$ cat src/rtl/multicycle_control.sv
// Multicycle datapath controller (classic MIPS-style FSM).
// Sequences fetch/decode/execute for lw, sw, R-type, beq and j.
// Control outputs are decoded from the state. The FETCH write enables follow
// i_mem_ready. The block also counts retired instructions and pulses
// o_illegal for one cycle when DECODE sees an unsupported opcode.
// Ports:
//   i_clk, i_rst_n       clock, asynchronous active-low reset
//   i_enable             allows the FSM to leave RESET
//   i_opcode             instruction opcode field
//   i_mem_ready          memory access complete
//   o_alu_op .. o_reg_dst  datapath control signals
//   o_state              current state encoding
//   o_illegal            one-cycle pulse on unsupported opcode
//   o_inst_count         retired instruction counter (wraps)
module multicycle_control #(
  parameter int NB_OPCODE = 6,
  parameter int NB_ALU_OP = 2,
  parameter int NB_STATE  = 4,
  parameter int NB_COUNT  = 32
) (
  input  logic                 i_clk,
  input  logic                 i_rst_n,
  input  logic                 i_enable,
  input  logic [NB_OPCODE-1:0] i_opcode,
  input  logic                 i_mem_ready,
  output logic [NB_ALU_OP-1:0] o_alu_op,
  output logic                 o_alu_src_a,
  output logic [1:0]           o_alu_src_b,
  output logic                 o_pc_write,
  output logic                 o_pc_write_cond,
  output logic [1:0]           o_pc_source,
  output logic                 o_i_or_d,
  output logic                 o_mem_read,
  output logic                 o_mem_write,
  output logic                 o_ir_write,
  output logic                 o_mem_to_reg,
  output logic                 o_reg_write,
  output logic                 o_reg_dst,
  output logic [NB_STATE-1:0]  o_state,
  output logic                 o_illegal,
  output logic [NB_COUNT-1:0]  o_inst_count
);

  typedef enum logic [NB_STATE-1:0] {
    ST_RESET  = NB_STATE'(0),
    ST_FETCH  = NB_STATE'(1),
    ST_DECODE = NB_STATE'(2),
    ST_MEMADR = NB_STATE'(3),
    ST_MEMRD  = NB_STATE'(4),
    ST_MEMWB  = NB_STATE'(5),
    ST_MEMWR  = NB_STATE'(6),
    ST_EXEC   = NB_STATE'(7),
    ST_ALUWB  = NB_STATE'(8),
    ST_BRANCH = NB_STATE'(9),
    ST_JUMP   = NB_STATE'(10)
  } state_t;

  localparam logic [NB_OPCODE-1:0] OP_LW    = NB_OPCODE'(6'b100011);
  localparam logic [NB_OPCODE-1:0] OP_SW    = NB_OPCODE'(6'b101011);
  localparam logic [NB_OPCODE-1:0] OP_RTYPE = NB_OPCODE'(6'b000000);
  localparam logic [NB_OPCODE-1:0] OP_BEQ   = NB_OPCODE'(6'b000100);
  localparam logic [NB_OPCODE-1:0] OP_J     = NB_OPCODE'(6'b000010);

  state_t state, state_next;
  logic   illegal_next;
  logic   retire;

  // State register plus the two side registers (illegal pulse, counter)
  always_ff @(posedge i_clk or negedge i_rst_n) begin
    if (!i_rst_n) begin
      state        <= ST_RESET;
      o_illegal    <= 1'b0;
      o_inst_count <= '0;
    end else begin
      state     <= state_next;
      o_illegal <= illegal_next;
      if (retire) o_inst_count <= o_inst_count + NB_COUNT'(1);
    end
  end

  // Next-state logic
  always_comb begin
    state_next = state;
    case (state)
      ST_RESET:  if (i_enable) state_next = ST_FETCH;
      ST_FETCH:  if (i_mem_ready) state_next = ST_DECODE;
      ST_DECODE: begin
        case (i_opcode)
          OP_LW, OP_SW: state_next = ST_MEMADR;
          OP_RTYPE:     state_next = ST_EXEC;
          OP_BEQ:       state_next = ST_BRANCH;
          OP_J:         state_next = ST_JUMP;
          default:      state_next = ST_FETCH;
        endcase
      end
      // lw/sw split is taken on the opcode seen here, not the DECODE one
      ST_MEMADR: begin
        if (i_opcode == OP_LW)      state_next = ST_MEMRD;
        else if (i_opcode == OP_SW) state_next = ST_MEMWR;
        else                        state_next = ST_FETCH;
      end
      ST_MEMRD:  if (i_mem_ready) state_next = ST_MEMWB;
      ST_MEMWR:  if (i_mem_ready) state_next = ST_FETCH;
      ST_EXEC:   state_next = ST_ALUWB;
      ST_MEMWB, ST_ALUWB, ST_BRANCH, ST_JUMP: state_next = ST_FETCH;
      default:   state_next = ST_FETCH;
    endcase
  end

  // Retire: final state of a completed instruction returning to FETCH
  always_comb begin
    retire       = 1'b0;
    illegal_next = 1'b0;
    case (state)
      ST_MEMWB, ST_ALUWB, ST_BRANCH, ST_JUMP: retire = 1'b1;
      ST_MEMWR: retire = i_mem_ready;
      ST_DECODE: illegal_next = !(i_opcode inside {OP_LW, OP_SW, OP_RTYPE, OP_BEQ, OP_J});
      default: ;
    endcase
  end

  // Output decode
  always_comb begin
    o_alu_op        = '0;
    o_alu_src_a     = 1'b0;
    o_alu_src_b     = 2'b00;
    o_pc_write      = 1'b0;
    o_pc_write_cond = 1'b0;
    o_pc_source     = 2'b00;
    o_i_or_d        = 1'b0;
    o_mem_read      = 1'b0;
    o_mem_write     = 1'b0;
    o_ir_write      = 1'b0;
    o_mem_to_reg    = 1'b0;
    o_reg_write     = 1'b0;
    o_reg_dst       = 1'b0;
    case (state)
      ST_FETCH: begin
        o_mem_read  = 1'b1;
        o_alu_src_b = 2'b01;
        o_ir_write  = i_mem_ready;
        o_pc_write  = i_mem_ready;
      end
      ST_DECODE: o_alu_src_b = 2'b11;
      ST_MEMADR: begin
        o_alu_src_a = 1'b1;
        o_alu_src_b = 2'b10;
      end
      ST_MEMRD: begin
        o_mem_read = 1'b1;
        o_i_or_d   = 1'b1;
      end
      ST_MEMWB: begin
        o_reg_write  = 1'b1;
        o_mem_to_reg = 1'b1;
      end
      ST_MEMWR: begin
        o_mem_write = 1'b1;
        o_i_or_d    = 1'b1;
      end
      ST_EXEC: begin
        o_alu_src_a = 1'b1;
        o_alu_op    = NB_ALU_OP'(2'b10);
      end
      ST_ALUWB: begin
        o_reg_write = 1'b1;
        o_reg_dst   = 1'b1;
      end
      ST_BRANCH: begin
        o_alu_src_a     = 1'b1;
        o_alu_op        = NB_ALU_OP'(2'b01);
        o_pc_write_cond = 1'b1;
        o_pc_source     = 2'b01;
      end
      ST_JUMP: begin
        o_pc_write  = 1'b1;
        o_pc_source = 2'b10;
      end
      default: ;
    endcase
  end

  assign o_state = state;

endmodule

$ cat config.mk
export PLATFORM = sky130hd
export DESIGN_NAME = multicycle_control
export DESIGN_NICKNAME = d
export VERILOG_FILES = /design/src/rtl/multicycle_control.sv
export SDC_FILE = /design/constraint.sdc
export NUM_CORES = 1
export LEC_CHECK = 0
export CORE_UTILIZATION = 48
export CTS_CLUSTER_SIZE = 30
export DETAILED_ROUTE_END_ITERATION = 8
export PLACE_DENSITY = 0.77
export RECOVER_POWER = 50
export SLEW_MARGIN = 10
export SYNTH_ARGS = -nofsm -noshare
export SYNTH_HDL_FRONTEND = slang
export SYNTH_SLANG_ARGS = --single-unit
export TNS_END_PERCENT = 50
$ cat constraint.sdc
create_clock -name i_clk -period 2.4 [get_ports i_clk]
set_input_delay 0.6 -clock i_clk [delete_from_list [all_inputs] [get_ports i_clk]]
set_output_delay 0.6 -clock i_clk [all_outputs]
set_load 0.1 [all_outputs]
==> qor.yml, run 1 <==
routing:
  post-route-drc-count: 0
  totalWireLength_um: 5420
  routedWlPerCell_um: 16.0
  drt_pass1_iterations: 4
  antenna_left: 0
  num_vias: 1985
  viasPerCell: 5.84
  drt_iter0_markers: 119
yosys:
  synth_most_common_cell: "dfrtp_1"
  ys_ff_latch: 37
  ys.flop_type: "dfrtp_1"
  syn-cell-area_mm2: 0.00232
  syn-mean-instance-area_um2: 11.0
  synth_cell_type_count: 46
  synth_top_area_share_pct: 39.9
  yosysWarningCount: 0
  synth-edff-count: 0
  syn_nets: 222
  synth_area_leaders: "dfrtp_1 40%, xnor2_1 6.8%, xor2_1 5.3%"
  synth_seq_area_share_pct: 39.9
  synth_cells: 211
  async_reset_ff_share_pct: 100
  synth_commonest_cells: "37 x dfrtp_1, 18 x xnor2_1, 15 x nor2_1"
  yosys.area.top_type: "dfrtp_1"
critical_path:
  r2r-end: "o_inst_count[25]"
  critPathSlowestCell: "dfrtp_4"
  critPathCaptureType: "primary output"
  startpoint_type: "flop"
  rrSetupSlack_ns: 0.23
  cp.required_ns: 1.80
  setup.worst_path.start: "o_state[0]"
  path_cells: "nand2b_1 -> a211oi_2 -> buf_12"
  r2r_start: "o_state[2]"
  rr_worst_depth: 6
  cp_max_fo: 15
  max_stage_delay_ns: 0.59
  critPathKind: "flop to primary output"
  worst-path-buf-inv: 1
  cp_data_arrival_time_ns: 1.74
  cp_top_family: "flip-flops"
status:
  status: "complete, no violations"
hold_path:
  hold_class: "flop to flop"
  hold_depth: 1
  hold_start: "o_inst_count[31]"
  worstHoldEndpoint: "o_inst_count[31]"
sta:
  hold_violations: 0
  setup_violations: 0
  tightestPinTransition_ns: 1.18
  min_period_over_period_pct: 97.5
  fmax_mhz: 427
  whs_ns: 0.481
  rsz0062_at_grt: "true"
  fin_crit_ns: 2.34
  drv_slew: 0
  slew_headroom_pct: 21.8
  finalClockSkew_ns: 0.00564
placement:
  dp_hpwl_um: 3910
  gp_congestion: 0.778
  port_buffers: 62
layout:
  nNetsFinal: 299
  multi_input_area_mm2: 0.00140
  fill_cells: 340
  area_growth_pct: 41.1
  seq_area_um2: 941
  drive_above_1_share_pct: 42.0
  final_core_util_pct: 72.7
  n_antenna_cell: 0
grt:
  grt_overflow: 0
  antenna_found_initial: 0
  grt.total_usage_pct: 22.6
  grt_max_degree: 28
  grt_pass1_wl_um: 8940
  first_global_vias: 1790
clock_tree:
  cts-root-buf: "clkbuf_8"
  clkTransAtPathRegs_ns: 0.07
  h-tree-depth: 2
  cts_buffers: 5
  cts_tree: "done"
  hold_buffers: 0
  cts_max_path_buffers: 2
  clk_latency_ns: 0.29
  clock-sinks: 37
power:
  finalPower_mw: 2.65
  p_leak_nw: 1.22
  irDropWorstVdd_uv: 488
  power_density_mw_per_mm2: 808
die:
  rows: 24
  ios: 63
  die_h_um: 71.5
  die_x_um: 71.5
  die_area_mm2: 0.00512
  core_area_mm2: 0.00450
  initial_utilization_pct: 51.5
flow_run:
  maxCapViolations: 0
-- per-layer routing --
metal / part of all wire, % / vias to the layer above / wire [um] / global-route usage (%)
li1: - / 955 / - / -
met1: 45 / 973 / 2450 / 31.9
met2: 49 / 53 / 2680 / 35.4
met3: 4.6 / 4 / 252 / 4.78
met4: 0.68 / 0 / 37 / 6.32
met5: 0 / - / 0 / 0
-- per-stage QoR --
step / instances / area [um^2] / setup WS (ns) / setup TNS, ns
floorplan: 211 / 2430 / -0.684 / -5.47
global placement: 328 / 3210 / -0.0716 / -0.236
detailed placement: 328 / 3210 / -0.0956 / -0.573
CTS: 335 / 3290 / 0.0175 / 0
global route: 340 / 3270 / -0.00352 / -0.00352
finish: 340 / 3270 / 0.0595 / 0
-- registers in the layout (all words and copies together), names as in the netlist --
register / flops
o_inst_count: 32
o_state: 4
o_illegal: 1
-- power by group --
| group | switching, mW | internal (mW) | total (mW) |
|---|---|---|---|
| clock network | 0.203 | 0.197 | 0.400 |
| registers | 0.126 | 0.685 | 0.811 |
| logic | 1.01 | 0.424 | 1.43 |
| total | 1.34 | 1.31 | 2.65 |
-- layout make-up --
type	count	share of cell area, %
well taps	52	1.99
flip-flops and latches	37	28.7
clock buffers	6	2.22
repair buffers	81	23.7
multi-input cells	159	42.7
clock inverters	1	0.153
inverters	4	0.459
-- cells by family after synthesis --
kind of cell | Yosys count | share of synthesized area [%]
buf+inv | 15 | 3.94
mux | 2 | 0.917
xor+xnor | 32 | 12.1
simple gates | 72 | 18.4
flops | 37 | 39.9
fa+ha+maj | 1 | 0.539
compound gates | 52 | 24.2
-- worst max path at each step --
stage / depth (start not counted) / to
after global routing: 5 / o_pc_write
after CTS: 4 / o_reg_write
after global placement: 6 / o_pc_write
after detailed placement: 6 / o_pc_write
after floorplan: 5 / o_pc_write
final: 3 / o_alu_src_b[0]
-- timing repair --
item                                    4_1_cts  5_1_grt
endpoints found under the setup margin        2        2
gates resized for setup                       1        1
buffers inserted                              0        5
hold endpoints to repair                      0        0
pin swaps                                     2        1
-- cell usage in the layout (no fill, tap or decap), types with 5 or more instances in the layout --
master	Yosys	layout
buf_4	3	30
a21oi_1	8	8
clkbuf_2	0	23
a211oi_2	4	5
nor3_1	7	5
xor2_1	14	14
nand3_1	8	8
buf_12	0	17
a2111oi_2	7	7
clkdlybuf4s50_1	0	7
nor2_1	15	10
xnor2_1	18	18
clkbuf_8	0	5
o211ai_1	6	6
and3_1	6	6
dfrtp_1	37	33
nand2_1	8	8
(Power assumes the default switching activity.)
==> run 2: changes to the inputs <==
CORE_UTILIZATION = 50   (was 48)
CTS_BUF_LIST = sky130_fd_sc_hd__clkbuf_2 sky130_fd_sc_hd__clkbuf_4 sky130_fd_sc_hd__clkbuf_8   (was default)
PLACE_DENSITY = 0.79   (was 0.77)
==> run 2 against run 1 <==
Against the previous run:
- power rose by 7.8%
- flip-flop and latch count stayed put
- first-iteration DRC count increased by 6.7%
- sequential share of layout area decreased by 0.39 points
- final cell count is 0.59% higher
- largest power group unchanged
==> qor.yml, run 2 (synthesis gave the netlist of run 1 again) <==
clock_tree:
  cts_buffers: 5  # unchanged
  clkTransAtPathRegs_ns: 0.07  # about the same
  clock-sinks: 37  # unchanged
  h-tree-depth: 2  # unchanged
  cts-root-buf: "clkbuf_8"  # unchanged
  clk_latency_ns: 0.29  # about the same
  cts_tree: "done"  # unchanged
  cts_max_path_buffers: 2  # unchanged
  hold_buffers: 0  # unchanged
routing:
  drt_iter0_markers: 127  # was 119
  drt_pass1_iterations: 4  # unchanged
  num_vias: 1988  # was 1985
  viasPerCell: 5.81  # was 5.84
  routedWlPerCell_um: 16.3  # was 16.0 um
  totalWireLength_um: 5570  # was 5420 um
  post-route-drc-count: 0  # unchanged
  antenna_left: 0  # unchanged
critical_path:
  cp.required_ns: 1.80  # about the same
  max_stage_delay_ns: 0.59  # about the same
  critPathCaptureType: "primary output"  # unchanged
  path_cells: "nand2b_4 -> nor3_4 -> or2_4 -> buf_12"  # was nand2b_1 -> a211oi_2 -> buf_12
  critPathSlowestCell: "dfrtp_4"  # unchanged
  startpoint_type: "flop"  # unchanged
  critPathKind: "flop to primary output"  # unchanged
  cp_max_fo: 20  # was 15
  cp_top_family: "simple AND/OR/NAND/NOR gates"  # was flip-flops
  worst-path-buf-inv: 1  # unchanged
  cp_data_arrival_time_ns: 1.72  # was 1.74 ns
layout:
  multi_input_area_mm2: 0.00140  # about the same
  largest_register_ffs: 32  # unchanged
  fin_area_mm2: 0.00331  # was 0.00327 mm^2
  area_growth_pct: 42.7  # was 41.1%
  final_cell_mix: "33 x dfrtp_1, 31 x buf_4, 25 x clkbuf_2"  # was 33 x dfrtp_1, 30 x buf_4, 23 x clkbuf_2
  nNetsFinal: 300  # was 299
  seq_area_um2: 938  # was 941 um^2
  top_register: "o_inst_count"  # unchanged
  n_antenna_cell: 0  # unchanged
  layout_commonest_cell: "dfrtp_1"  # unchanged
  final_core_util_pct: 75.0  # was 72.7%
  fill_cells: 317  # was 340
  drive_above_1_share_pct: 43.4  # was 42.0%
die:
  die_area_mm2: 0.00492  # was 0.00512 mm^2
  die_h_um: 70.1  # was 71.5 um
  core_area_mm2: 0.00441  # was 0.00450 mm^2
  die_x_um: 70.1  # was 71.5 um
  rows: 24  # unchanged
  ios: 63  # unchanged
  initial_utilization_pct: 52.6  # was 51.5%
power:
  power_density_mw_per_mm2: 862  # was 808 mW/mm^2
  p_leak_nw: 1.24  # was 1.22 nW
  combPwrFrac_pct: 51.8  # was 54.2%
  switchingPower_mw: 1.36  # was 1.34 mW
  clkPwrFrac_pct: 20.0  # was 15.1%
  switching_share_pct: 47.8  # was 50.6%
  irDropWorstVdd_uv: 452  # was 488 uV
  internal-power_mw: 1.49  # was 1.31 mW
  power.share.sequential_pct: 28.2  # was 30.6%
placement:
  gp_congestion: 0.832  # was 0.778
  port_buffers: 62  # unchanged
  dp_hpwl_um: 3980  # was 3910 um
  place_area_mm2: 0.00319  # was 0.00321 mm^2
sta:
  setup_violations: 0  # unchanged
  whs_ns: 0.486  # was 0.481 ns
  finalClockSkew_ns: 0.00618  # was 0.00564 ns
  slew_headroom_pct: 22.6  # was 21.8%
  fin_crit_ns: 2.32  # was 2.34 ns
  min_period_over_period_pct: 96.6  # was 97.5%
  tightestPinTransition_ns: 1.17  # was 1.18 ns
  fmax_mhz: 432  # was 427 MHz
  hold_violations: 0  # unchanged
  drv_slew: 0  # unchanged
grt:
  grt.total_usage_pct: 24.6  # was 22.6%
  grt_overflow: 0  # unchanged
  antenna_found_initial: 0  # unchanged
  grt_max_degree: 38  # was 28
  grt_pass1_wl_um: 9520  # was 8940 um
  first_global_vias: 1958  # was 1790
hold_path:
  hold_class: "flop to flop"  # unchanged
status:
  status: "complete, no violations"  # unchanged
flow_run:
  maxCapViolations: 0  # unchanged
-- run 2: changes by cell type in the layout (fill, tap and decap cells not counted), sizes merged --
cell and delta:
clkinv -1, clkbuf +2, bufinv +1
-- run 2: cell type report --
cell class	count	share of cell area (%)
timing repair buffer	82	23.3
clock inverter	1	0.907
clock buffer	7	2.72
inverter	4	0.454
multi-input combinational	159	42.3
sequential	37	28.4
tap	52	1.97
-- run 2: per-stage QoR --
stage	worst slack [ns]	total power, mW	instances	TNS, ns
2_1_floorplan	-0.684	1.86	211	-5.47
3_3_place_gp	-0.0650	2.26	325	-0.265
3_5_place_dp	-0.0828	2.28	325	-0.575
4_1_cts	0.0233	2.85	333	0
5_1_grt	-0.00889	2.95	342	-0.00889
6_report	0.0827	2.85	342	0
-- run 2: final timing paths --
path,startpoint,to,slack [ns],cells past startpoint
setup reg to reg,o_state[2],o_inst_count[25],0.27,5
hold / removal,o_inst_count[31],o_inst_count[31],0.49,1
hold reg to reg,o_inst_count[31],o_inst_count[31],0.49,1
min in group asynchronous,i_rst_n,o_inst_count[11],0.97,2
setup / recovery,o_state[2],o_reg_write,0.08,4
max in group asynchronous,i_rst_n,o_state[1],0.75,2
-- run 2: metal layers --
layer	routed length, um	track usage [%]	vias to the layer above
li1	-	-	949
met1	2490	32.6	977
met2	2760	40.2	55
met3	245	5.05	7
met4	74	8.44	0
met5	0	0	-
-- run 2: power groups by stage --
stage / Clock (mW) / Sequential [mW] / Combinational, mW
final: 0.570 / 0.805 / 1.48
after global routing: 0.603 / 0.818 / 1.53
after CTS: 0.576 / 0.816 / 1.45
after detailed placement: 0 / 0.829 / 1.45
after global placement: 0 / 0.821 / 1.44
after floorplan: 0 / 1.13 / 0.732
-- run 2: repair_timing --
item,in CTS,in global routing
pin swaps,2,1
setup buffers,0,9
endpoints found under the setup margin,2,7
resized for setup,1,1
cloned,0,0
-- run 2: worst reg2reg max path, delay by kind of cell, from the launching register on --
kind | cells | cell delay (ns)
compound gates | 2 | 0.84
simple gates | 1 | 0.26
buf+inv | 1 | 0.18
xor+xnor | 1 | 0.18
flops | 1 | 0.59
